===== src/rtl/vend_ctrl.sv =====
// Coin-handling controller: queues coin events, tracks credit in half-units,
// and sequences the dispense and change outputs.
module vend_ctrl #(
    parameter int unsigned PRICE       = 3,
    parameter int unsigned DISP_CYCLES = 8,
    parameter int unsigned FIFO_DEPTH  = 4
) (
    input  logic       clk,
    input  logic       clr,
    input  logic       coin_half,
    input  logic       coin_one,
    input  logic       cancel,
    output logic [3:0] credit,
    output logic       dispense,
    output logic       change,
    output logic       busy,
    output logic       coin_reject,
    output logic       fifo_full
);

    localparam int unsigned AW = (FIFO_DEPTH > 1) ? $clog2(FIFO_DEPTH) : 1;
    localparam int unsigned CW = AW + 1;
    localparam int unsigned TW = (DISP_CYCLES > 1) ? $clog2(DISP_CYCLES) : 1;

    localparam logic [2:0] S_IDLE   = 3'd0;
    localparam logic [2:0] S_ACCUM  = 3'd1;
    localparam logic [2:0] S_VEND   = 3'd2;
    localparam logic [2:0] S_CHANGE = 3'd3;
    localparam logic [2:0] S_REFUND = 3'd4;

    logic [2:0]    state_q, state_d;
    logic [3:0]    credit_q, credit_d;
    logic          dispense_q, dispense_d;
    logic          change_q, change_d;
    logic [TW-1:0] timer_q, timer_d;
    logic          reject_q, reject_d;

    logic [1:0]    mem_q [FIFO_DEPTH];
    logic [AW-1:0] wr_ptr_q, rd_ptr_q;
    logic [CW-1:0] count_q, count_d;
    logic          full_q, empty_q;

    logic          push_req_c, push_ok_c, pop_c;
    logic [1:0]    push_val_c;

    // Push side: coin_one wins a same-cycle collision, a full FIFO drops the event
    always_comb begin
        push_req_c = coin_one | coin_half;
        push_val_c = coin_one ? 2'd2 : 2'd1;
        push_ok_c  = push_req_c & ~full_q;
        reject_d   = (coin_one & coin_half) | (push_req_c & full_q);
        count_d    = count_q + CW'(push_ok_c) - CW'(pop_c);
    end

    always_ff @(posedge clk) begin
        if (push_ok_c) begin
            mem_q[wr_ptr_q] <= push_val_c;
        end
    end

    always_ff @(posedge clk or negedge clr) begin
        if (!clr) begin
            wr_ptr_q <= '0;
            rd_ptr_q <= '0;
            count_q  <= '0;
            full_q   <= 1'b0;
            empty_q  <= 1'b1;
            reject_q <= 1'b0;
        end else begin
            if (push_ok_c) begin
                wr_ptr_q <= wr_ptr_q + AW'(1);
            end
            if (pop_c) begin
                rd_ptr_q <= rd_ptr_q + AW'(1);
            end
            count_q  <= count_d;
            full_q   <= (count_d == CW'(FIFO_DEPTH));
            empty_q  <= (count_d == '0);
            reject_q <= reject_d;
        end
    end

    // Next-state and output logic
    always_comb begin
        state_d    = state_q;
        credit_d   = credit_q;
        dispense_d = dispense_q;
        change_d   = 1'b0;
        timer_d    = timer_q;
        pop_c      = 1'b0;
        case (state_q)
            S_IDLE: begin
                if (!empty_q) begin
                    pop_c    = 1'b1;
                    credit_d = credit_q + 4'(mem_q[rd_ptr_q]);
                    state_d  = S_ACCUM;
                end
            end
            S_ACCUM: begin
                if (!empty_q) begin
                    pop_c    = 1'b1;
                    credit_d = credit_q + 4'(mem_q[rd_ptr_q]);
                end
                if (credit_d >= 4'(PRICE)) begin
                    state_d = S_VEND;
                end else if (empty_q && cancel && (credit_q != 4'd0)) begin
                    state_d = S_REFUND;
                end
            end
            S_VEND: begin
                // dispense low inside VEND marks the entry cycle
                if (!dispense_q) begin
                    credit_d   = credit_q - 4'(PRICE);
                    dispense_d = 1'b1;
                    timer_d    = TW'(DISP_CYCLES - 1);
                end else if (timer_q == '0) begin
                    dispense_d = 1'b0;
                    state_d    = (credit_q != 4'd0) ? S_CHANGE : S_IDLE;
                end else begin
                    timer_d = timer_q - TW'(1);
                end
            end
            S_CHANGE, S_REFUND: begin
                if (!change_q) begin
                    if (credit_q == 4'd0) begin
                        state_d = S_IDLE;
                    end else begin
                        change_d = 1'b1;
                        credit_d = credit_q - 4'd1;
                    end
                end
            end
            default: begin
                state_d = S_IDLE;
            end
        endcase
    end

    always_ff @(posedge clk or negedge clr) begin
        if (!clr) begin
            state_q    <= S_IDLE;
            credit_q   <= 4'd0;
            dispense_q <= 1'b0;
            change_q   <= 1'b0;
            timer_q    <= '0;
        end else begin
            state_q    <= state_d;
            credit_q   <= credit_d;
            dispense_q <= dispense_d;
            change_q   <= change_d;
            timer_q    <= timer_d;
        end
    end

    assign busy        = (state_q == S_VEND) || (state_q == S_CHANGE) || (state_q == S_REFUND);
    assign credit      = credit_q;
    assign dispense    = dispense_q;
    assign change      = change_q;
    assign coin_reject = reject_q;
    assign fifo_full   = full_q;

endmodule


===== config.mk =====
export PLATFORM = sky130hd
export DESIGN_NAME = vend_ctrl
export DESIGN_NICKNAME = d
export VERILOG_FILES = /design/src/rtl/vend_ctrl.sv
export SDC_FILE = /design/constraint.sdc
export NUM_CORES = 1
export LEC_CHECK = 0
export CAP_MARGIN = 5
export CORE_MARGIN = 1
export CORE_UTILIZATION = 50
export DETAILED_ROUTE_END_ITERATION = 8
export GPL_ROUTABILITY_DRIVEN = 0
export PLACE_DENSITY = 0.69
export SLEW_MARGIN = 15
export SYNTH_ARGS = -nofsm -noshare
export SYNTH_HDL_FRONTEND = slang
export SYNTH_SLANG_ARGS = --single-unit

===== constraint.sdc =====
create_clock -name clk -period 3.17 [get_ports clk]
set_clock_uncertainty 0.2 [all_clocks]
set_input_delay 0.7925 -clock clk [delete_from_list [all_inputs] [get_ports clk]]
set_output_delay 0.7925 -clock clk [all_outputs]
set_load 0.01 [all_outputs]

# After elaboration in Yosys (flattened, before gate mapping)
# Memories as Yosys holds them, arrays and structs flattened.
# Cells that the tools add are included.
# classes
eq_ne	14
addsub	8
bitwise	6
n_mux	27
order_cmp	1
n_reduce_logical	15
# ops
op	n
3-bit two-way mux	9
4-bit two-way mux	5
2-bit inequality test, second input constant	8
4-bit case mux with 4 select lines	1
3-bit case mux with 4 select lines	1
3-bit zero test	3
1-bit two-way mux	9
4-bit nonzero test	2
3-bit by 2-bit == test with 1-bit output, second input constant	2
3-bit == test, second input constant	2
6-bit AND reduction	1
2-bit by 1-bit adder with 2-bit output, second input constant	2
4-bit by 2-bit adder with 4-bit output	1
4-bit by 2-bit >= comparator with 1-bit output, second input constant	1
4-bit zero test	1
2-bit two-way mux	2
4-bit AND reduction	1
2-bit OR reduction	2
4-bit by 1-bit subtractor with 4-bit output, second input constant	1
4-bit by 2-bit subtractor with 4-bit output, second input constant	1
3-bit by 1-bit adder with 3-bit output	1
1-bit AND	3
3-bit by 1-bit == test with 1-bit output, second input constant	1
3-bit inequality test, second input constant	1
7 further kinds	10
# word_totals
memories	1
register_bits	22
elab_cells	83
ram_bits	8
out_inout_bits	9
in_bits	5
# memory_table
memory	depth	word_bits	rd	rd_clocked_by_memory_dff	write_ports	line_no	rtl
mem_q	4	2	1	0	1	38	logic [1:0] mem_q [FIFO_DEPTH];

# Depth between registers and ports, before layout
# Gate-level depths: netlist of the first run.
# An unclocked memory read counts as a cell.
# depth
ltp_word	7
depth_mapped	11
mapped_depth_nobuf	11

# Least setup slack after synthesis of the first run
# Ideal clock, no wire load.
# synth_path
kind	in2reg
start	input coin_half
end	register full_q (netlist: fifo_full)
cell_stages	11
setup_slack_ps	363
arrival_ps	2519
path_cell_list	nor2_1 -> nor2_1 -> inv_1 -> ha_1 -> inv_1 -> ha_1 -> inv_1 -> fa_1 -> xnor2_1 -> xnor2_1 -> nor3b_1
# synth_via
elab_chain_cells	5
# synth_lines
element	line_no	rtl
start, declared	10	input logic coin_half,
1-bit OR	48	push_req_c = coin_one | coin_half;
1-bit AND	50	push_ok_c = push_req_c & ~full_q;
3-bit by 1-bit adder with 3-bit output	52	count_d = count_q + CW'(push_ok_c) - CW'(pop_c);
3-bit by 1-bit subtractor with 3-bit output	52	
named net count_d[2]	40	logic [CW-1:0] count_q, count_d;
3-bit == test	77	full_q <= (count_d == CW'(FIFO_DEPTH));
end signal, assigned	77	
end, declared	41	logic full_q, empty_q;
# The timed path passes the listed nets, and every way through them passes these cells.
# A chain may end at the register's enable or synchronous reset.

# Worst setup path after layout of the first run
# layout_path
start	input coin_half
end	register empty_q
# layout_via
elab_chain_cells	5
# layout_lines
element	line_no	rtl
1-bit OR	48	
1-bit AND	50	
3-bit by 1-bit adder with 3-bit output	52	
3-bit by 1-bit subtractor with 3-bit output	52	
named net count_d[2]	40	
3-bit zero test	78	empty_q <= (count_d == '0);
end signal, assigned	78	
end, declared	41	
# The timed path passes the listed nets, and every way through them passes these cells.

==> out/metrics.yaml, run 1 <==
min_period_ps: 2980
wl_per_cell_um: 13.2
critPathCaptureType: "flop"
outcome: "finished, final reports clean"
p_per_area_nw_per_um2: 1020
cts.clk_slew.worst_paths_ps: 90
worstPathArrival_ps: 3040
setup_violations: 0
seq_area_frac_synth_pct: 47.7
firstDrtPassIters: 4
port_buffers: 13
hold_viol_final: 0
hold_end: "timer_q[0]"
rr_startpoint: "state_q[2]"
cts_hold_buf: 0
core_area_um2: 3100
synth_edf_count: 8
insertion_delay_ps: 340
fin_hold_ws_ps: 285
gr-total-overflow: 0
dpl_cell_area_um2: 1860
htree_levels: 2
antenna_found_initial: 0
r2r_slack_ps: 350
crit_type: "input port to flop"
syn_area_um2: 1660
dp_hpwl_mm: 2.19
seqCellArea_um2: 792
critPathRequiredTime_ps: 3230
ios: 14
slew-limit-headroom_pct: 66.5
ir_drop_mv: 0.480
crit_chain: "clkdlybuf4s50_1, nor2_1, nor2_1, inv_1, ha_1, inv_1, ha_1, inv_1, fa_1, xnor2_1, xnor2_1, buf_4, nor3_1"
crit_slowest_cell: "clkdlybuf4s50_1"
fill_cells: 272
pre_cts_ws_ps: -151
die_area_um2: 3560
antenna_cells: 0
grt_start_max_net_pins: 14
ant_nets: 0
synth_top_area_share_pct: 31.7
crit_top_cell: "inv_1"
areaGrowthSynthToFinish_pct: 16.2
min-delay-start: "timer_q[0]"
cap_violations: 0
synthTopCellsByArea: "dfrtp_1 (32%), edfxtp_1 (14%), ha_1 (8.3%), inv_1 (3.8%), fa_1 (3.6%)"
cts_root_buffer: "clkbuf_4"
r2r_end: "empty_q"
min_path_type: "flop to flop"
drc: 0
worstMarginPinSlew_ps: 499
postLayoutSetupSlackWorst_ps: 194
clock_sinks: 30
cts.path.max_buffers: 2
start_util_pct: 53.5
syn_nets: 173
post-route-period-util_pct: 93.9
yosysUniqueCellTypes: 45
final_nets: 194
drt_iter0_markers: 68
synth_ff_type: "dfrtp_1"
reg2reg_depth: 10
die_h_um: 59.6
grt_pass1_vias: 1141
final_cell_area_um2: 1930
die_x_um: 59.6
cp-startpoint: "coin_half"
viasPerCell: 5.32
fmax_mhz: 336
fin_setup_tns_ps: 0
post-route-util_pct: 62.2
multiInputGateArea_um2: 786
netlist_instances: 154
synth_seq_cells: 30
drive_above_1_share_pct: 11.4
synth_top_area_cell: "dfrtp_1"
cts_buffers: 5
syn_area_per_cell_um2: 10.8
async_flop_share_pct: 73.3
startpoint_type: "input port"
cts_tree: "built"
slew_violations: 0
route.vias.total: 1171
leakage_nw: 0.838
cp_max_fo: 3
hold_depth: 1
rows: 20
grt_usage_pct: 19.9
slowest_delay_ps: 490
grt_pass1_wl_mm: 5.05
drt-total-wl_mm: 2.90
yosysWarningCount: 0
## repair_timing
action / CTS / global route
endpoints found under the setup margin: 0 / 1
gates resized for setup: 0 / 1
setup buffers: 0 / 2
## metrics by stage
step	power, mW	instances
6_report	1.96	220
5_1_grt	2.15	220
4_1_cts	1.91	218
3_5_place_dp	1.69	210
3_3_place_gp	1.63	210
2_1_floorplan	1.40	154
## per-layer routing
metal  GRT usage (%)  share of wire (%)  up-vias
met5               0                  0        -
met2            28.3                 45       31
met3            4.59                4.5        6
met1            27.9                 49      557
li1                -                  -      577
met4            11.0                1.7        0
## power breakdown
group | leakage (nW) | switching, mW | total (mW) | internal, mW
logic | 0.479 | 0.501 | 1.02 | 0.523
clock network | 0.0286 | 0.141 | 0.223 | 0.0822
registers | 0.331 | 0.157 | 0.714 | 0.558
total | 0.838 | 0.799 | 1.96 | 1.16
## critical path: cells and delay by family
| family | cells | cell delay, ps |
|---|---|---|
| buffers and inverters | 5 | 810 |
| adders and majority gates | 3 | 780 |
| and+or+nand+nor | 3 | 330 |
| xor gates and xnor gates | 2 | 310 |
## placed cells by master, fill, tap and decap left out, types with 3 or more instances in the layout
master           instances
and2_1                   4
xnor2_1                  6
o21ai_1                  4
nor2_1                   9
nand2_1                 14
a21oi_1                  5
nor2b_1                  3
dfrtp_1                 21
inv_1                   17
edfxtp_1                 8
clkbuf_4                 5
ha_1                    11
clkdlybuf4s50_1         13
fa_1                     3
o21ai_0                  4
o31ai_1                  3
nor3_1                   5
buf_4                    6
## cell type report
type / instances / share of cell area (%)
tap: 44 / 2.85
timing repair buffer: 19 / 9.08
inverter: 18 / 3.50
sequential: 30 / 41.1
clock inverter: 3 / 0.843
multi-input combinational: 101 / 40.7
clock buffer: 5 / 1.95
## synthesized netlist by cell type, drive strengths merged, types with 2 or more instances
| library cell | number |
|---|---|
| edfxtp | 8 |
| fa | 3 |
| nor2 | 9 |
| o21ai | 8 |
| xnor2 | 6 |
| a31oi | 2 |
| mux4 | 2 |
| nor4 | 2 |
| a21oi | 6 |
| nor2b | 3 |
| nand2 | 14 |
| ha | 11 |
| o31ai | 3 |
| dfrtp | 21 |
| and2 | 4 |
| clkbuf | 4 |
| and4b | 2 |
| nor3 | 5 |
| nand2b | 2 |
| inv | 18 |
## worst max path at each step
stage | endpoint | depth (start not counted)
floorplan | fifo_full | 11
global placement | fifo_full | 12
detailed placement | fifo_full | 12
CTS | fifo_full | 12
global route | fifo_full | 12
finish | empty_q | 13
## cell families (layout without fill, tap and decap cells)
kind of cell | count (synthesis) | after routing | share of synthesized area (%)
simple gates | 48 | 48 | 16.5
flops | 30 | 30 | 47.7
compound gates | 28 | 28 | 10.9
buf+inv | 23 | 45 | 5.27
fa+ha+maj | 15 | 15 | 12.5
xor+xnor | 7 | 7 | 3.69
mux | 3 | 3 | 3.39
## registers in the layout, summed over array words and instances (netlist names), 2 cells and up
signal / cells
credit: 4
mem_q: 8
state_q: 3
count_q: 3
rd_ptr_q: 2
wr_ptr_q: 2
timer_q: 3
(Power assumes the default switching activity.)
==> inputs of run 2 (changes only) <==
--- a/config.mk
+++ b/config.mk
@@ -10,7 +10,7 @@
 export CORE_UTILIZATION = 50
 export DETAILED_ROUTE_END_ITERATION = 8
 export GPL_ROUTABILITY_DRIVEN = 0
-export PLACE_DENSITY = 0.69
+export PLACE_DENSITY = 0.7
 export SLEW_MARGIN = 15
 export SYNTH_ARGS = -nofsm -noshare
 export SYNTH_HDL_FRONTEND = slang
==> run 2 against run 1 <==
Compared with the run above:
- power down 5.0%
- sequential share of layout area up 0.68 points
- sequential power up 3%
- die area unchanged
- worst hold slack worse by 2.9 ps
- cell count down 1.4%
- final area down 1.6%
- global-route usage down 0.66 points
- non-clock buffer count down 3
==> out/metrics.yaml, run 2 (synthesis results as in run 1) <==
antenna_cells: 0  # unchanged
postLayoutSetupSlackWorst_ps: 209  # was 194 ps
clockPowerShare_pct: 11.4  # about the same
post-route-util_pct: 61.2  # was 62.2%
htree_levels: 2  # unchanged
grt_usage_pct: 19.2  # was 19.9%
drt-total-wl_mm: 2.82  # was 2.90 mm
crit_slowest_cell: "clkdlybuf4s50_1"  # unchanged
use_met2_pct: 28.7  # was 28.3%
hold_end: "timer_q[0]"  # unchanged
viasPerCell: 5.19  # was 5.32
fin_hold_ws_ps: 282  # was 285 ps
drive_above_1_share_pct: 8.67  # was 11.4%
min-delay-start: "timer_q[0]"  # unchanged
grt_use_met1_pct: 26.1  # was 27.9%
ctsResizeCount: 0  # unchanged
fill_cells: 279  # was 272
antenna_found_initial: 0  # unchanged
hold_depth: 1  # unchanged
route.vias.total: 1126  # was 1171
fmax_mhz: 338  # was 336 MHz
reg2reg_depth: 9  # was 10
layout_common_cells: "dfrtp_1 (21), inv_1 (17), nand2_1 (14), clkdlybuf4s50_1 (13), ha_1 (11)"  # unchanged
critPathCaptureType: "flop"  # unchanged
worstMarginPinSlew_ps: 546  # was 499 ps
die_h_um: 59.6  # unchanged
grt_pass1_vias: 1095  # was 1141
firstDrtPassIters: 4  # unchanged
min_path_type: "flop to flop"  # unchanged
crit_top_cell: "inv_1"  # unchanged
setup_violations: 0  # unchanged
areaGrowthSynthToFinish_pct: 14.3  # was 16.2%
rows: 20  # unchanged
slew_violations: 0  # unchanged
p_per_area_nw_per_um2: 981  # was 1020 nW/um2
r2r_slack_ps: 340  # was 350 ps
min_period_ps: 2960  # was 2980 ps
drc: 0  # unchanged
busiest_layer: "met2"  # unchanged
port_buffers: 13  # unchanged
cts_buffers: 5  # unchanged
cap_violations: 0  # unchanged
start_util_pct: 53.5  # unchanged
leakage_nw: 0.823  # was 0.838 nW
core_area_um2: 3100  # unchanged
cp_max_fo: 3  # unchanged
layout_commonest_cell: "dfrtp_1"  # unchanged
ant_nets: 0  # unchanged
post-route-period-util_pct: 93.4  # was 93.9%
dpl_cell_area_um2: 1850  # was 1860 um2
dp_hpwl_mm: 2.14  # was 2.19 mm
startpoint_type: "input port"  # unchanged
hold_viol_final: 0  # unchanged
ir_drop_mv: 0.443  # was 0.480 mV
r2r_end: "fifo_full"  # was empty_q
cts.clk_slew.worst_paths_ps: 90  # about the same
largest-register: "mem_q"  # unchanged
wl_per_cell_um: 13.0  # was 13.2 um
final_nets: 191  # was 194
seqCellArea_um2: 792  # unchanged
die_area_um2: 3560  # unchanged
cts_tree: "built"  # unchanged
worstPathArrival_ps: 3000  # was 3040 ps
slew-limit-headroom_pct: 63.3  # was 66.5%
drt_iter0_markers: 95  # was 68
largest_reg_flops: 8  # unchanged
grt_start_max_net_pins: 23  # was 14
critPathRequiredTime_ps: 3210  # was 3230 ps
grt_use_met3_pct: 6.55  # was 4.59%
rsz0062_at_grt: "false"
clock_sinks: 30  # unchanged
outcome: "finished, final reports clean"  # unchanged
post-cts-setup-buffers: 0  # unchanged
cts.path.max_buffers: 2  # unchanged
grt_pass1_wl_mm: 4.86  # was 5.05 mm
crit_type: "input port to flop"  # unchanged
die_x_um: 59.6  # unchanged
netSwitchingPower_uw: 760  # was 799 uW
insertion_delay_ps: 320  # was 340 ps
pre_cts_ws_ps: -156  # was -151 ps
cts_hold_buf: 0  # unchanged
power_frac_comb_pct: 49.2  # was 52.2%
crit_chain: "clkdlybuf4s50_1, nor2_1, nor2_1, inv_1, ha_1, inv_1, ha_1, inv_1, fa_1, xnor2_1, xnor2_1, nor3b_1"  # was clkdlybuf4s50_1, nor2_1, nor2_1, inv_1, ha_1, inv_1, ha_1, inv_1, fa_1, xnor2_1, xnor2_1, buf_4, nor3_1
p_int_mw: 1.10  # was 1.16 mW
gr-total-overflow: 0  # unchanged
multiInputGateArea_um2: 781  # was 786 um2
rr_startpoint: "state_q[2]"  # unchanged
ios: 14  # unchanged
slowest_delay_ps: 500  # was 490 ps
seqPwrFrac_pct: 39.4  # was 36.4%
p_sw_share_pct: 40.8  # was 40.7%
final_cell_area_um2: 1900  # was 1930 um2
cts_root_buffer: "clkbuf_4"  # unchanged
## run 2: cell types whose count changed in the layout (fill, tap and decap cells not counted), sizes merged
cell and delta:
buf -3, clkbuf +1, clkinvlp -1
## run 2: metal layers
metal	vias up	routed length, um
met5	-	0
met4	0	35
met3	4	119
met2	19	1320
met1	529	1340
li1	574	-
## run 2: through the flow
| step | TNS, ps | total power [mW] | instances |
|---|---|---|---|
| after floorplan | 0 | 1.40 | 154 |
| after global placement | -5.33 | 1.62 | 209 |
| after detailed placement | -195 | 1.67 | 209 |
| after CTS | 0 | 1.89 | 217 |
| after global routing | 0 | 2.06 | 217 |
| final | 0 | 1.86 | 217 |
## run 2: how the worst max path moves through the flow
stage               startpoint   endpoint  slack (ps)  cells after the start
finish                coin_one  fifo_full         210                     12
global route         coin_half  fifo_full          30                     12
CTS                   coin_one  fifo_full         180                     12
detailed placement    coin_one  fifo_full        -160                     12
global placement      coin_one  fifo_full          -5                     12
floorplan            coin_half  fifo_full         360                     11
## run 2: worst max-delay path: cells and delay by family
family	cells	cell delay [ps]
AND/OR/NAND/NOR	3	380
XOR/XNOR	2	370
adder cells (fa/ha/maj)	3	800
buffers and inverters	4	680
## run 2: area by class of cell
class	instances	share of cell area [%]
Clock inverter	2	0.461
Multi-Input combinational cell	101	41.1
Clock buffer	6	2.18
Tap cell	44	2.90
Inverter	18	3.56
Timing Repair Buffer	16	8.04
Sequential cell	30	41.7
## run 2: power by group through the flow
stage               combinational [mW]  clock [mW]  sequential, mW
floorplan                        0.692           0           0.704
finish                           0.917       0.212           0.734
CTS                              0.932       0.218           0.736
detailed placement               0.927           0           0.745
global placement                 0.882           0           0.736
global route                      1.06       0.239           0.762
